===== config.mk =====
export PLATFORM = sky130hd
export DESIGN_NAME = sha512_reg_arb
export DESIGN_NICKNAME = d
export VERILOG_FILES = /design/src/rtl/sha512_reg_arb_pkg.sv /design/src/rtl/sha512_reg_arb_lock_wdt.sv /design/src/rtl/sha512_reg_arb.sv
export SDC_FILE = /design/constraint.sdc
export NUM_CORES = 1
export LEC_CHECK = 0
export ABC_AREA = 1
export BUFFER_PORTS_ARGS = -buffer_cell sky130_fd_sc_hd__buf_2
export CAP_MARGIN = 20
export CORE_AREA = 2 2 118 120
export DETAILED_ROUTE_END_ITERATION = 10
export DIE_AREA = 0 0 120 122
export HOLD_SLACK_MARGIN = 0.1
export SYNTH_ARGS = -nofsm -noshare
export SYNTH_HDL_FRONTEND = slang
export SYNTH_SLANG_ARGS = --single-unit

===== constraint.sdc =====
create_clock -name i_clk -period 1.9 [get_ports i_clk]
set_clock_uncertainty 0.15 [all_clocks]
set_input_delay 0.285 -clock i_clk [delete_from_list [all_inputs] [get_ports i_clk]]
set_output_delay 0.285 -clock i_clk [all_outputs]
set_load 0.03 [all_outputs]

===== src/rtl/sha512_reg_arb_pkg.sv =====
// sha512_reg_arb_pkg: shared types for the SHA512 register-port arbiter
package sha512_reg_arb_pkg;
  localparam int ARB_NUM_REQ = 2;
  typedef enum logic [0:0] {ARB_UNLOCKED = 1'b0, ARB_LOCKED = 1'b1} arb_state_e;
  typedef logic [$clog2(ARB_NUM_REQ)-1:0] req_idx_t;
  function automatic logic [ARB_NUM_REQ-1:0] req_onehot(input req_idx_t i);
    return ARB_NUM_REQ'(1) << i;
  endfunction
endpackage


===== src/rtl/sha512_reg_arb_lock_wdt.sv =====
// sha512_arb_lock_wdt: idle-lock watchdog, pulses expire on the last allowed idle cycle
module sha512_arb_lock_wdt #(
  parameter int LOCK_TIMEOUT = 1024
) (
  input  logic i_clk,
  input  logic i_reset,
  input  logic i_clear,
  input  logic i_count_en,
  output logic o_expire
);
  localparam int TW = $clog2(LOCK_TIMEOUT + 1);
  localparam logic [TW-1:0] T_LAST = TW'(LOCK_TIMEOUT - 1);
  localparam logic [TW-1:0] T_MAX = TW'(LOCK_TIMEOUT);
  logic [TW-1:0] r_timer;
  always_ff @(posedge i_clk or posedge i_reset)
    if (i_reset) r_timer <= '0;
    else if (i_clear) r_timer <= '0;
    else if (i_count_en && r_timer != T_MAX) r_timer <= r_timer + 1'b1;
  assign o_expire = i_count_en && r_timer == T_LAST;
endmodule


===== src/rtl/sha512_reg_arb.sv =====
// sha512_reg_arb: round-robin arbiter with per-requester lock sharing the SHA512 core register port
module sha512_reg_arb import sha512_reg_arb_pkg::*; #(
  parameter int ADDR_WIDTH = 32,
  parameter int DATA_WIDTH = 32,
  parameter int LOCK_TIMEOUT = 1024
) (
  input  logic                                    i_clk,
  input  logic                                    i_reset,
  input  logic [ARB_NUM_REQ-1:0]                  i_req_dv,
  input  logic [ARB_NUM_REQ-1:0]                  i_req_write,
  input  logic [ARB_NUM_REQ-1:0][ADDR_WIDTH-1:0]  i_req_addr,
  input  logic [ARB_NUM_REQ-1:0][DATA_WIDTH-1:0]  i_req_wdata,
  input  logic [ARB_NUM_REQ-1:0]                  i_req_lock,
  output logic [ARB_NUM_REQ-1:0]                  o_req_hld,
  output logic [ARB_NUM_REQ-1:0][DATA_WIDTH-1:0]  o_req_rdata,
  output logic [ARB_NUM_REQ-1:0]                  o_req_err,
  output logic                                    o_sha_cs,
  output logic                                    o_sha_we,
  output logic [ADDR_WIDTH-1:0]                   o_sha_address,
  output logic [DATA_WIDTH-1:0]                   o_sha_write_data,
  input  logic [DATA_WIDTH-1:0]                   i_sha_read_data
);
  arb_state_e r_state;
  req_idx_t r_owner, r_rr_last;
  logic [ARB_NUM_REQ-1:0] r_stale, r_err;
  logic [ARB_NUM_REQ-1:0] w_gnt;
  req_idx_t w_win;
  logic w_any, w_locked, w_own_dv, w_acquire, w_wdt_clr, w_wdt_cnt;
  logic w_expire, w_timeout, w_release;
  always_comb begin
    w_locked = r_state == ARB_LOCKED;
    w_own_dv = i_req_dv[r_owner];
    w_win = w_locked ? r_owner : (&i_req_dv ? ~r_rr_last : req_idx_t'(i_req_dv[1]));
    w_any = w_locked ? w_own_dv : |i_req_dv;
    w_gnt = w_any ? req_onehot(w_win) : '0;
    w_acquire = !w_locked && w_any && i_req_lock[w_win] && !r_stale[w_win];
    w_wdt_clr = w_acquire || (w_locked && w_own_dv);
    w_wdt_cnt = w_locked && !w_own_dv;
    o_req_hld = i_req_dv & ~w_gnt;
    o_sha_cs = w_any;
    o_sha_we = w_any && i_req_write[w_win];
    o_sha_address = w_any ? i_req_addr[w_win] : '0;
    o_sha_write_data = w_any ? i_req_wdata[w_win] : '0;
    for (int i = 0; i < ARB_NUM_REQ; i++)
      o_req_rdata[i] = (w_gnt[i] && !i_req_write[i]) ? i_sha_read_data : '0;
  end
  // a lock dropped in the expiry cycle is an ordinary release, not a revocation
  assign w_timeout = w_expire && i_req_lock[r_owner];
  assign w_release = w_locked && (!i_req_lock[r_owner] || w_expire);
  assign o_req_err = r_err;
  sha512_arb_lock_wdt #(.LOCK_TIMEOUT(LOCK_TIMEOUT)) u_wdt (
    .i_clk      (i_clk),
    .i_reset    (i_reset),
    .i_clear    (w_wdt_clr),
    .i_count_en (w_wdt_cnt),
    .o_expire   (w_expire)
  );
  always_ff @(posedge i_clk or posedge i_reset)
    if (i_reset) begin
      r_state <= ARB_UNLOCKED;
      r_owner <= '0;
      r_rr_last <= req_idx_t'(1);
      r_stale <= '0;
      r_err <= '0;
    end else begin
      if (w_acquire) begin
        r_state <= ARB_LOCKED;
        r_owner <= w_win;
      end else if (w_release) r_state <= ARB_UNLOCKED;
      if (!w_locked && w_any) r_rr_last <= w_win;
      r_err <= w_timeout ? req_onehot(r_owner) : '0;
      r_stale <= (r_stale & i_req_lock) | (w_timeout ? req_onehot(r_owner) : '0);
    end
endmodule


Word-level counts from Yosys, hierarchy flattened
Cells that the tools add are included.

storage, ports and cells
  output and inout port bits = 134
  register bits = 18
  bits of input ports = 168

operators by class
  multiplexer cells = 27
  bitwise gates (word level) = 5
  shifts and indexed selects = 2
  reduce and logical (&&, ||, !) cells = 24
  $lt $le $gt $ge = 2
  eq/ne operators = 2
  add/subtract/negate cells = 1

operator list
  cell                     number
  $mux W32                 8
  $mux W11                 2
  $mux W1                  15
  $logic_and A1 B1 Y1      12
  $add A11 B1 Y11 const B  1
  $eq A11 B10 Y1 const B   1
  $ne A11 B11 Y1 const B   1
  $logic_not A1 Y1         6
  $and A2 B2 Y2            2
  $lt A1 B2 Y1 const B     2
  $mux W2                  2
  $reduce_bool A2 Y1       2
  $shl A1 B1 Y2 const A    2
  $logic_or A1 B1 Y1       2
  $not A2 Y2               1
  $or A2 B2 Y2             1
  $reduce_and A2 Y1        1
  $reduce_or A2 Y1         1
  $not A1 Y1               1

Logic depth before layout (Yosys ltp)
Gate-level depths: netlist of the first run.

  depth in word-level cells = 9
  depth in mapped cells = 10

Hierarchy
Synthesis of the first run repeated with hierarchy kept, for this count alone.

second synthesis, totals
  cell total of the unflattened synthesis = 473
  area, all modules = 2,342.2 µm²

modules (own cells, without submodules)
  module               cells each  area an instance (µm²)  sequential area each (µm²)  instances
  sha512_reg_arb       369         1,621.6                 176.4                       1
  sha512_arb_lock_wdt  104         720.7                   275.3                       1

Worst setup path after synthesis of the first run
Ideal clock, no wire load.

  kind = flip-flop to output port
  from = reg r_owner
  to = out o_req_rdata[10] in the netlist's numbering
  cell stages (with the launch flop) = 9
  arrival time = 1.743 ns
  required time = 1.465 ns
  path slack = -0.278 ns
  cell sequence = dfrtp_1 > o21ai_2 > nand2_4 > nand2_2 > nand2_1 > inv_2 > nand2_1 > buf_2 > nor2_1

RTL lines
  what                    RTL line              source
  from (decl)             sha512_reg_arb.sv:24  req_idx_t r_owner, r_rr_last;
  from (signal assigned)  sha512_reg_arb.sv:68  r_owner <= w_win;
  to (decl)               sha512_reg_arb.sv:15  output logic [ARB_NUM_REQ-1:0][DATA_WIDTH-1:0] o_req_rdata,

Worst setup path in the final report of the first run
  from = reg r_owner
  to = out o_sha_address[1]

between the ends
  longest elaborated chain between the ends = 4
  elaborated cells between the ends (all ways) = 7
  classes of those cells = mux: 7

RTL lines
  what                                                       RTL line                                    source
  $mux W1, on equally long branches                          sha512_reg_arb.sv:33, sha512_reg_arb.sv:32
  $mux W32 (implied by the code) or $mux W1 (tied branches)  sha512_reg_arb.sv:42, sha512_reg_arb.sv:32
  $mux W32 (implied by the code) or $mux W1 (tied branches)  sha512_reg_arb.sv:42, sha512_reg_arb.sv:34
  $mux W32 *                                                 sha512_reg_arb.sv:42                        o_sha_address = w_any ? i_req_addr[w_win] : '0;
  to (decl)                                                  sha512_reg_arb.sv:19                        output logic [ADDR_WIDTH-1:0] o_sha_address,

Mark *: on every way between the ends. The rest lies on a longest branch, timed or not. The select of a mux whose other input is x is not followed.

==> results of run 1 <==
cell usage in the layout (no fill, tap or decap), types with 2 or more instances in the layout:
| cell | netlist | final |
|---|---|---|
| buf_12 | 0 | 15 |
| buf_16 | 0 | 3 |
| buf_2 | 9 | 170 |
| buf_4 | 5 | 31 |
| buf_6 | 7 | 136 |
| buf_8 | 0 | 5 |
| clkbuf_16 | 0 | 9 |
| dfrtp_1 | 17 | 16 |
| ha_1 | 2 | 2 |
| inv_1 | 58 | 58 |
| inv_2 | 4 | 2 |
| nand2_1 | 247 | 162 |
| nand2_2 | 1 | 74 |
| nand2_4 | 1 | 12 |
| nand3_1 | 20 | 19 |
| nand4_1 | 10 | 10 |
| nor2_1 | 90 | 24 |
| nor2_2 | 0 | 3 |
| nor2_4 | 0 | 63 |
| nor3_1 | 2 | 2 |
| o21ai_0 | 3 | 3 |
worst max-delay path: stages, from the launching register on:
cell       delay (ns)
dfrtp_2          0.46
nand2_4          0.09
o21ai_4          0.06
nand2_4          0.07
nand2_4          0.06
nand2_2          0.10
clkinv_4         0.12
clkbuf_16        0.18
buf_4            0.14
nand2_1          0.07
nand2_2          0.07
buf_6            0.13
state kept, by name, summed over array words and instances, names as in the netlist:
name and count:
o_req_err 2, r_owner 1, r_rr_last 1, r_stale 2, r_state 1, u_wdt.r_timer 11
metal layers:
layer | share of wire | up-vias
met5 | 0.00086 | -
met4 | 0.016 | 2
met3 | 0.081 | 20
met2 | 0.51 | 177
met1 | 0.39 | 1979
li1 | - | 2146
final timing paths:
kind                                  start                to  slack (ns)
setup reg to reg           u_wdt.r_timer[0]  u_wdt.r_timer[0]        0.24
min in group asynchronous           i_reset        r_stale[1]        0.46
setup / recovery                    r_owner  o_sha_address[1]       -0.35
hold reg to reg                  r_stale[0]        r_stale[0]        0.34
max in group asynchronous           i_reset         r_rr_last        0.88
hold / removal                i_req_lock[1]        r_stale[1]        0.13
logic make-up (layout without fill, tap and decap cells):
group,Yosys count,after routing,synth area share
other,0,1,0
AND/OR/NAND/NOR,371,371,0.607
XOR/XNOR,2,2,0.00730
AO/OA/AOI/OAI,9,9,0.0230
adder cells (fa/ha/maj),2,2,0.0104
buffers and inverters,83,433,0.164
flip-flops,18,18,0.188
power by group:
group	switching, mW	internal (mW)	total [mW]
clock	0.144	0.320	0.465
sequential	0.0610	0.440	0.501
combinational	4.79	3.82	8.61
total	5.00	4.58	9.57
what timing repair did:
action / CTS / global route
endpoints found under the hold margin: 17 / 0
setup endpoints to repair: 131 / 133
setup buffers: 6 / 3
pin swaps: 5 / 13
hold buffers: 1 / 0
gates cloned: 3 / 6
gates resized for setup: 321 / 30
stage by stage:
stage                     TNS (ns)  hold WS, ns  setup WS, ns
after floorplan              -2.27       0.0728       -0.0745
after global placement      -14.69        0.167        -0.194
after detailed placement    -16.34        0.176        -0.197
after CTS                   -36.63        0.133        -0.359
after global routing        -50.47        0.167        -0.451
final                       -37.85        0.134        -0.353
final cells by class:
type                    instances  area (um^2)  share of cell area
repair buffers                367         3230               0.490
multi-input cells             384         2340               0.356
flip-flops and latches         18          453              0.0687
inverters                      62          245              0.0372
well taps                     180          225              0.0342
clock buffers                   4         88.8              0.0135
diodes                          1         2.50            0.000380
==> results.py, run 1 <==
metrics = {
    "die": {
        "die_h_um": 122,
        "initial_core_util": 0.178,
        "core_um2": 13500,
        "die_x_um": 120,
        "dieArea_um2": 14600,
        "rows": 43,
        "io-pin-count": 302,
    },
    "critical_path": {
        "crit_arrival_ns": 1.82,
        "crit_path_start_kind": "flip-flop",
        "reg2reg_depth": 8,
        "worstPathMaxFanout": 5,
        "cp.required_ns": 1.46,
        "cp-end-kind": "output port",
        "critPathKind": "flip-flop to output port",
    },
    "cells_and_area": {
        "final_cell_area_um2": 6590,
        "nNetsFinal": 1006,
        "finalNonFillerCells": 1016,
        "final_util": 0.488,
        "layout-drive-gt1-share": 0.638,
        "nFillCells": 1350,
        "area_growth_pct": 175,
    },
    "timing": {
        "period_minus_slack_ns": 2.25,
        "worst_slew_pin_slew_ns": 0.273,
        "rsz0062_at_grt": "yes",
        "fmax_mhz": 444,
        "max_slew_margin": 0.818,
        "hold_violations": 0,
        "setup-violations-final": 131,
        "maxSlewViolCount": 0,
        "fin_crit_sh": 1.19,
        "setup_ws_ns": -0.353,
    },
    "run_status": {
        "violations": "negative setup slack",
        "status": "finished with violations",
    },
    "route": {
        "wl_per_cell_um": 14.8,
        "drtAntennaViolNets": 0,
        "dr.first_iter.drc_count": 181,
        "routed_via_density": 4.26,
        "first_pass_iters": 4,
        "wirelength_mm": 15.1,
        "via_count": 4324,
        "drc_errors": 0,
    },
    "pwr": {
        "finalPower_mw": 9.57,
        "leakage_nw": 3.53,
        "irDropWorstVdd_v": 0.000655,
        "powerDensity_nw_per_um2": 1450,
    },
    "place": {
        "placedCellCount": 995,
        "port_buffers": 301,
        "dp_hpwl_mm": 10.9,
        "placed_cell_area_um2": 5080,
        "gp_congestion": 0.908,
    },
    "synthesis": {
        "async_flop_share": 1.00,
        "yosysSeqAreaShare": 0.188,
        "syn_inst": 485,
        "avgSynthCellArea_um2": 4.95,
        "synth_area_leaders": "nand2_1 39%, dfrtp_1 18%, nor2_1 14%",
        "synth_edf_count": 0,
        "synth-seq-cells": 18,
        "yosys.area.top_type_share": 0.387,
        "ys_types": 24,
        "yosys_warnings": 0,
        "post-synth-top-count-cell": "nand2_1",
        "synth_nets": 655,
        "synth_flop_cell": "dfrtp_1",
        "syn_area_um2": 2400,
        "synthTopCellsByCount": "247 x nand2_1, 90 x nor2_1, 58 x inv_1",
        "yosysTopAreaCell": "nand2_1",
    },
    "run": {
        "max_cap_violations": 0,
    },
    "grt": {
        "grt_overflow": 0,
        "grt_pass1_vias": 4105,
        "grt_usage": 0.181,
        "antenna_found_initial": 2,
        "gr-usage-met2": 0.324,
        "grt_max_degree": 19,
        "use_met3": 0.0468,
        "grt_use_met1": 0.223,
        "grt_pass1_wl_mm": 21.2,
        "grt_busiest_layer": "met2",
    },
    "clock_tree": {
        "cts-root-buf": "clkbuf_16",
        "cts_buffer_depth": 2,
        "htreeDepth": 1,
        "numCtsBuffers": 3,
        "cts_tree": "done",
        "clkLatencyLatePin_ns": 0.25,
        "cts.sinks": 18,
        "clk_pin_slew_ns": 0.05,
    },
    "min_path": {
        "hp-class": "primary input to flip-flop",
        "min_path_cells": 3,
    },
}
(Power assumes the default switching activity.)
==> run 2: changes to the inputs <==
Settings changed: MAX_ROUTING_LAYER from default to met4, TNS_END_PERCENT from default to 20.
==> run 2 against run 1 <==
  * Routed wire length rose by 1.6%
  * Critical endpoint is now o_req_rdata[9]
  * The run still ends with negative setup slack left
  * Sequential share of layout area up 0.10 points
  * Power fell by 0.91%
  * Clock power down 5.6%
  * Worst hold slack worse by 0.0047 ns
  * Flip-flop and latch count is the same
  * Via count down 1.8%
==> results.py, run 2 (same netlist as run 1, synthesis figures left out) <==
metrics = {
    "pwr": {
        "leakage_nw": 3.52,
        "p_sw_mw": 5.03,
        "combPwrFrac": 0.901,
        "p_int_mw": 4.46,
        "seq_power_share": 0.053,
        "powerDensity_nw_per_um2": 1460,
        "irDropWorstVdd_v": 0.000478,
        "clkPwrFrac": 0.046,
        "switching_share": 0.530,
    },
    "timing": {
        "holdWs_ns": 0.129,
        "maxSlewViolCount": 0,
        "max_slew_margin": 0.824,
        "period_minus_slack_ns": 2.28,
        "rsz0062_at_grt": "yes",
        "worst_slew_pin_slew_ns": 0.262,
        "fmax_mhz": 439,
        "setup_ws_ns": -0.376,
        "hold_violations": 0,
        "setup-violations-final": 132,
        "fin_crit_sh": 1.20,
    },
    "clock_tree": {
        "numCtsBuffers": 3,
        "cts-root-buf": "clkbuf_16",
        "cts.sinks": 18,
        "cts_tree": "done",
        "clk_pin_slew_ns": 0.05,
        "htreeDepth": 1,
        "cts_buffer_depth": 2,
        "clkLatencyLatePin_ns": 0.25,
    },
    "critical_path": {
        "reg2reg_depth": 8,
        "timing.rr.start": "u_wdt.r_timer[0]",
        "worstPathMaxFanout": 8,
        "cp.required_ns": 1.46,
        "rrSetupSlack_ns": 0.21,
        "reg2reg_to": "r_state",
        "cp-end-kind": "output port",
        "crit_arrival_ns": 1.84,
        "critPathKind": "flip-flop to output port",
        "crit_path_start_kind": "flip-flop",
        "crit_path_start": "r_owner",
    },
    "min_path": {
        "min_to": "r_stale[0]",
        "min_path_cells": 3,
        "min_from": "i_req_lock[0]",
        "hp-class": "primary input to flip-flop",
    },
    "grt": {
        "gr-usage-met2": 0.339,
        "antenna_found_initial": 3,
        "grt_pass1_vias": 4163,
        "grt_use_met1": 0.228,
        "grt_pass1_wl_mm": 22.0,
        "grt_overflow": 0,
        "grt_busiest_layer": "met2",
        "grt_max_degree": 28,
        "use_met3": 0.0459,
        "grt_usage": 0.195,
    },
    "die": {
        "core_um2": 13500,
        "die_h_um": 122,
        "die_x_um": 120,
        "dieArea_um2": 14600,
        "rows": 43,
        "initial_core_util": 0.178,
        "io-pin-count": 302,
    },
    "cells_and_area": {
        "nFillCells": 1334,
        "seq_area_um2": 453,
        "nNetsFinal": 1000,
        "area_growth_pct": 171,
        "regMostFlops": "u_wdt.r_timer",
        "largest_register_ffs": 11,
        "final_common_cell": "nand2_1",
        "layout-drive-gt1-share": 0.606,
        "multi_input_area_um2": 2340,
        "most-common-layout-cells": "183 x nand2_1, 169 x buf_2, 130 x buf_6",
        "finalNonFillerCells": 1013,
    },
    "place": {
        "dp_hpwl_mm": 10.7,
        "placedCellCount": 978,
        "port_buffers": 301,
        "gp_congestion": 0.809,
    },
    "route": {
        "first_pass_iters": 4,
        "drc_errors": 0,
        "via_count": 4248,
        "wl_per_cell_um": 15.1,
        "dr.first_iter.drc_count": 153,
        "wirelength_mm": 15.3,
        "drtAntennaViolNets": 0,
        "routed_via_density": 4.19,
    },
    "run_status": {
        "status": "finished with violations",
        "violations": "negative setup slack",
    },
    "run": {
        "max_cap_violations": 0,
    },
}
## run 2: cell count changes in the layout (fill, tap and decap cells not counted), sizes merged
cell | previous run | this run
diode | 1 | 4
buf | 360 | 357
clkinv | 1 | 0
clkbuf | 10 | 7
inv | 61 | 62
## run 2: worst max path at each step
| stage | cells after the start | endpoint |
|---|---|---|
| 5_1_grt | 11 | o_sha_address[4] |
| 6_report | 10 | o_req_rdata[9] |
| 2_1_floorplan | 9 | o_req_rdata[33] |
| 4_1_cts | 12 | o_sha_address[17] |
| 3_5_place_dp | 10 | o_sha_write_data[19] |
| 3_3_place_gp | 10 | o_sha_write_data[23] |
## run 2: routing by layer
metal	up-vias	share of wire
li1	2137	-
met1	1929	0.39
met2	157	0.51
met3	25	0.075
met4	0	0.019
met5	-	0
## run 2: final cells by class
class / count / area share
flip-flops and latches: 18 / 0.0697
clock buffers: 4 / 0.0121
diodes: 4 / 0.00154
multi-input cells: 384 / 0.360
inverters: 62 / 0.0374
well taps: 180 / 0.0347
repair buffers: 361 / 0.485
## run 2: power groups by stage
stage	logic [mW]	clock network (mW)	registers, mW
6_report	8.55	0.439	0.498
2_1_floorplan	3.90	0	0.492
4_1_cts	8.14	0.442	0.494
3_3_place_gp	5.68	0	0.495
3_5_place_dp	5.68	0	0.498
5_1_grt	8.99	0.461	0.506
## run 2: timing repair
item,CTS,global route
cloned,7,3
endpoints found under the hold margin,17,0
setup endpoints to repair,131,132
pin swaps,32,22
hold buffers,1,0
gates resized for setup,320,51
setup buffers,14,3
## run 2: metrics by stage
stage	setup WS [ns]	area (um^2)	setup TNS (ns)	utilization	total power [mW]
after floorplan	-0.0745	2900	-5.21	-	4.39
after global placement	-0.240	4800	-18.91	0.355	6.18
after detailed placement	-0.255	4800	-22.02	0.355	6.18
after CTS	-0.365	6240	-41.19	0.462	9.08
after global routing	-0.455	6490	-54.13	0.481	9.95
final	-0.376	6500	-43.50	0.481	9.49
## run 2: worst max-delay path, cell delays in order (launching register included)
cell	delay, ns
dfrtp_2	0.46
o21ai_4	0.20
nand2_4	0.07
nand2_4	0.09
nand2_4	0.06
inv_4	0.07
buf_6	0.11
nand2_8	0.10
buf_12	0.18
nor2_4	0.09
buf_6	0.15
==> run 3: changes to the inputs <==
--- a/config.mk
+++ b/config.mk
@@ -10,4 +10,5 @@
 export CAP_MARGIN = 20
 export CORE_AREA = 2 2 118 120
+export CTS_CLUSTER_SIZE = 12
 export DETAILED_ROUTE_END_ITERATION = 10
 export DIE_AREA = 0 0 120 122
==> constraint.sdc (replaced) <==
create_clock -name i_clk -period 1.9 [get_ports i_clk]
set_clock_uncertainty 0.15 [all_clocks]
set_input_delay 0 -clock i_clk [delete_from_list [all_inputs] [get_ports i_clk]]
set_output_delay 0 -clock i_clk [all_outputs]
set_load 0.03 [all_outputs]
==> run 3 against run 2 <==
  * The flow still finishes with violations (negative setup slack)
  * Clock power rose by 9.8%
  * Non-clock buffer count fell by 20
  * Worst hold slack improved by 0.018 ns
  * Routed wire length fell by 4.1%
  * Via count fell by 2.8%
  * Register-to-register slack got worse by 0.08 ns
  * Cell area fell by 18%
  * Core utilization fell by 8.7 points
  * Worst setup slack improved by 0.31 ns
==> results.py, run 3 (same netlist as run 1, synthesis figures left out) <==
metrics = {
    "cells_and_area": {
        "seq_area_um2": 453,
        "nFillCells": 1489,
        "largest_register_ffs": 11,
        "nNetsFinal": 980,
        "regMostFlops": "u_wdt.r_timer",
        "finalNonFillerCells": 989,
        "multi_input_area_um2": 1740,
        "area_growth_pct": 122,
        "most-common-layout-cells": "199 x nand2_1, 174 x buf_2, 94 x buf_4",
        "final_common_cell": "nand2_1",
        "n_antenna_cell": 0,
        "layout-drive-gt1-share": 0.504,
    },
    "timing": {
        "setup-violations-final": 55,
        "hold_violations": 0,
        "setup_ws_ns": -0.0634,
        "fin_crit_sh": 1.03,
        "max_slew_margin": 0.524,
        "maxSlewViolCount": 0,
        "fmax_mhz": 509,
        "period_minus_slack_ns": 1.96,
        "setup_tns_ns": -1.35,
        "holdWs_ns": 0.147,
        "rsz0062_at_grt": "yes",
        "worst_slew_pin_slew_ns": 0.714,
    },
    "grt": {
        "antenna_found_initial": 0,
        "grt_pass1_vias": 3650,
        "grt_pass1_wl_mm": 19.9,
        "grt_overflow": 0,
        "grt_max_degree": 33,
        "grt_usage": 0.179,
    },
    "critical_path": {
        "crit_path_start_kind": "flip-flop",
        "worstPathMaxFanout": 4,
        "critPathTopFamily": "buffers and inverters",
        "critPathSlowestCell": "dfstp_2",
        "critPathKind": "flip-flop to output port",
        "path_cells": "nand2_2, nand3_2, nand2_2, inv_2, nand2_4, inv_4, buf_12, buf_12, clkbuf_16, nand2_2, nand2_2, buf_6",
        "cp-end-kind": "output port",
        "cp.depth": 12,
        "cp.required_ns": 1.75,
        "crit_top_cell": "nand2_2",
        "crit_arrival_ns": 1.81,
        "slowest_delay_ns": 0.54,
        "cp_num_buf_inv": 6,
        "reg2reg_depth": 7,
    },
    "clock_tree": {
        "clkLatencyLatePin_ns": 0.26,
        "cts-root-buf": "clkbuf_16",
        "clk_pin_slew_ns": 0.05,
        "numCtsBuffers": 3,
        "cts_buffer_depth": 2,
        "cts.sinks": 18,
        "cts_tree": "done",
        "htreeDepth": 1,
    },
    "route": {
        "dr.first_iter.drc_count": 133,
        "first_pass_iters": 4,
        "drc_errors": 0,
        "wl_per_cell_um": 14.8,
        "wirelength_mm": 14.7,
        "drtAntennaViolNets": 0,
        "via_count": 4130,
        "routed_via_density": 4.18,
    },
    "pwr": {
        "leakage_nw": 3.21,
        "irDropWorstVdd_v": 0.000766,
        "powerDensity_nw_per_um2": 1560,
    },
    "min_path": {
        "hp-class": "primary input to output port",
        "min_path_cells": 4,
    },
    "place": {
        "pre_cts_ws_ns": 0.107,
        "port_buffers": 301,
        "gp_congestion": 0.851,
        "placedCellCount": 962,
        "dp_hpwl_mm": 11.1,
    },
    "die": {
        "rows": 43,
        "initial_core_util": 0.178,
        "die_h_um": 122,
        "dieArea_um2": 14600,
        "die_x_um": 120,
        "io-pin-count": 302,
        "core_um2": 13500,
    },
    "run_status": {
        "status": "finished with violations",
        "violations": "negative setup slack",
    },
    "run": {
        "max_cap_violations": 0,
    },
}
==> run 3: changes by cell type in the layout (fill, tap and decap cells not counted), moves of 2 or more <==
| cell | delta |
|---|---|
| nand2_4 | -15 |
| buf_2 | +5 |
| nor2_4 | -62 |
| buf_6 | -77 |
| buf_12 | -7 |
| nand2_1 | +16 |
| dlygate4sd3_1 | +3 |
| nor2_2 | +5 |
| buf_4 | +58 |
| nand2_8 | -2 |
| buf_16 | -2 |
| nor2_1 | +57 |
| diode_2 | -4 |
==> run 3: timing repair <==
item                                    in CTS  in global routing
endpoints found under the setup margin     129                130
pin swaps                                   24                 16
gates cloned                                 4                  2
setup buffers                                7                  6
hold buffers                                 4                  0
gates resized for setup                    166                119
endpoints found under the hold margin       23                  0
==> run 3: tightest hold or removal path, stage by stage <==
cell and delay, ns:
buf_2 0.08, nand2_2 0.05, nand2_2 0.05, buf_6 0.12
==> run 3: cell type report <==
| type | instances | share of cell area |
|---|---|---|
| flip-flops and latches | 18 | 0.0851 |
| clock buffers | 4 | 0.0167 |
| multi-input cells | 384 | 0.328 |
| repair buffers | 341 | 0.483 |
| well taps | 180 | 0.0423 |
| inverters | 62 | 0.0452 |
==> run 3: power breakdown <==
part,switching [mW],internal (mW),leakage [nW]
sequential,0.0602,0.440,0.243
combinational,4.35,2.96,2.93
clock,0.161,0.321,0.0442
total,4.57,3.72,3.21
==> run 3: stage by stage <==
| step | utilization | power [mW] | area (um^2) |
|---|---|---|---|
| after CTS | 0.368 | 7.75 | 4970 |
| after detailed placement | 0.309 | 5.76 | 4170 |
| after global routing | 0.394 | 8.75 | 5320 |
| after global placement | 0.309 | 5.76 | 4170 |
| after floorplan | - | 4.00 | 2400 |
| final | 0.394 | 8.29 | 5320 |
==> run 3: worst paths after layout <==
path                                  startpoint                   to  slack (ns)
worst max-delay path                   r_rr_last    o_sha_address[24]       -0.06
worst min-delay path              i_req_wdata[9]  o_sha_write_data[9]        0.15
worst max register to register  u_wdt.r_timer[0]           r_stale[1]        0.13
worst min register to register        r_stale[1]           r_stale[1]        0.35
max in group asynchronous                i_reset              r_owner        0.85
min in group asynchronous                i_reset    u_wdt.r_timer[10]        0.26
==> run 3: layer usage <==
metal / vias up / track usage / share of wire
met1: 1858 / 0.209 / 0.40
met2: 171 / 0.282 / 0.45
li1: 2084 / - / -
met4: 0 / 0.0375 / 0.017
met5: - / - / 0
met3: 17 / 0.0838 / 0.13
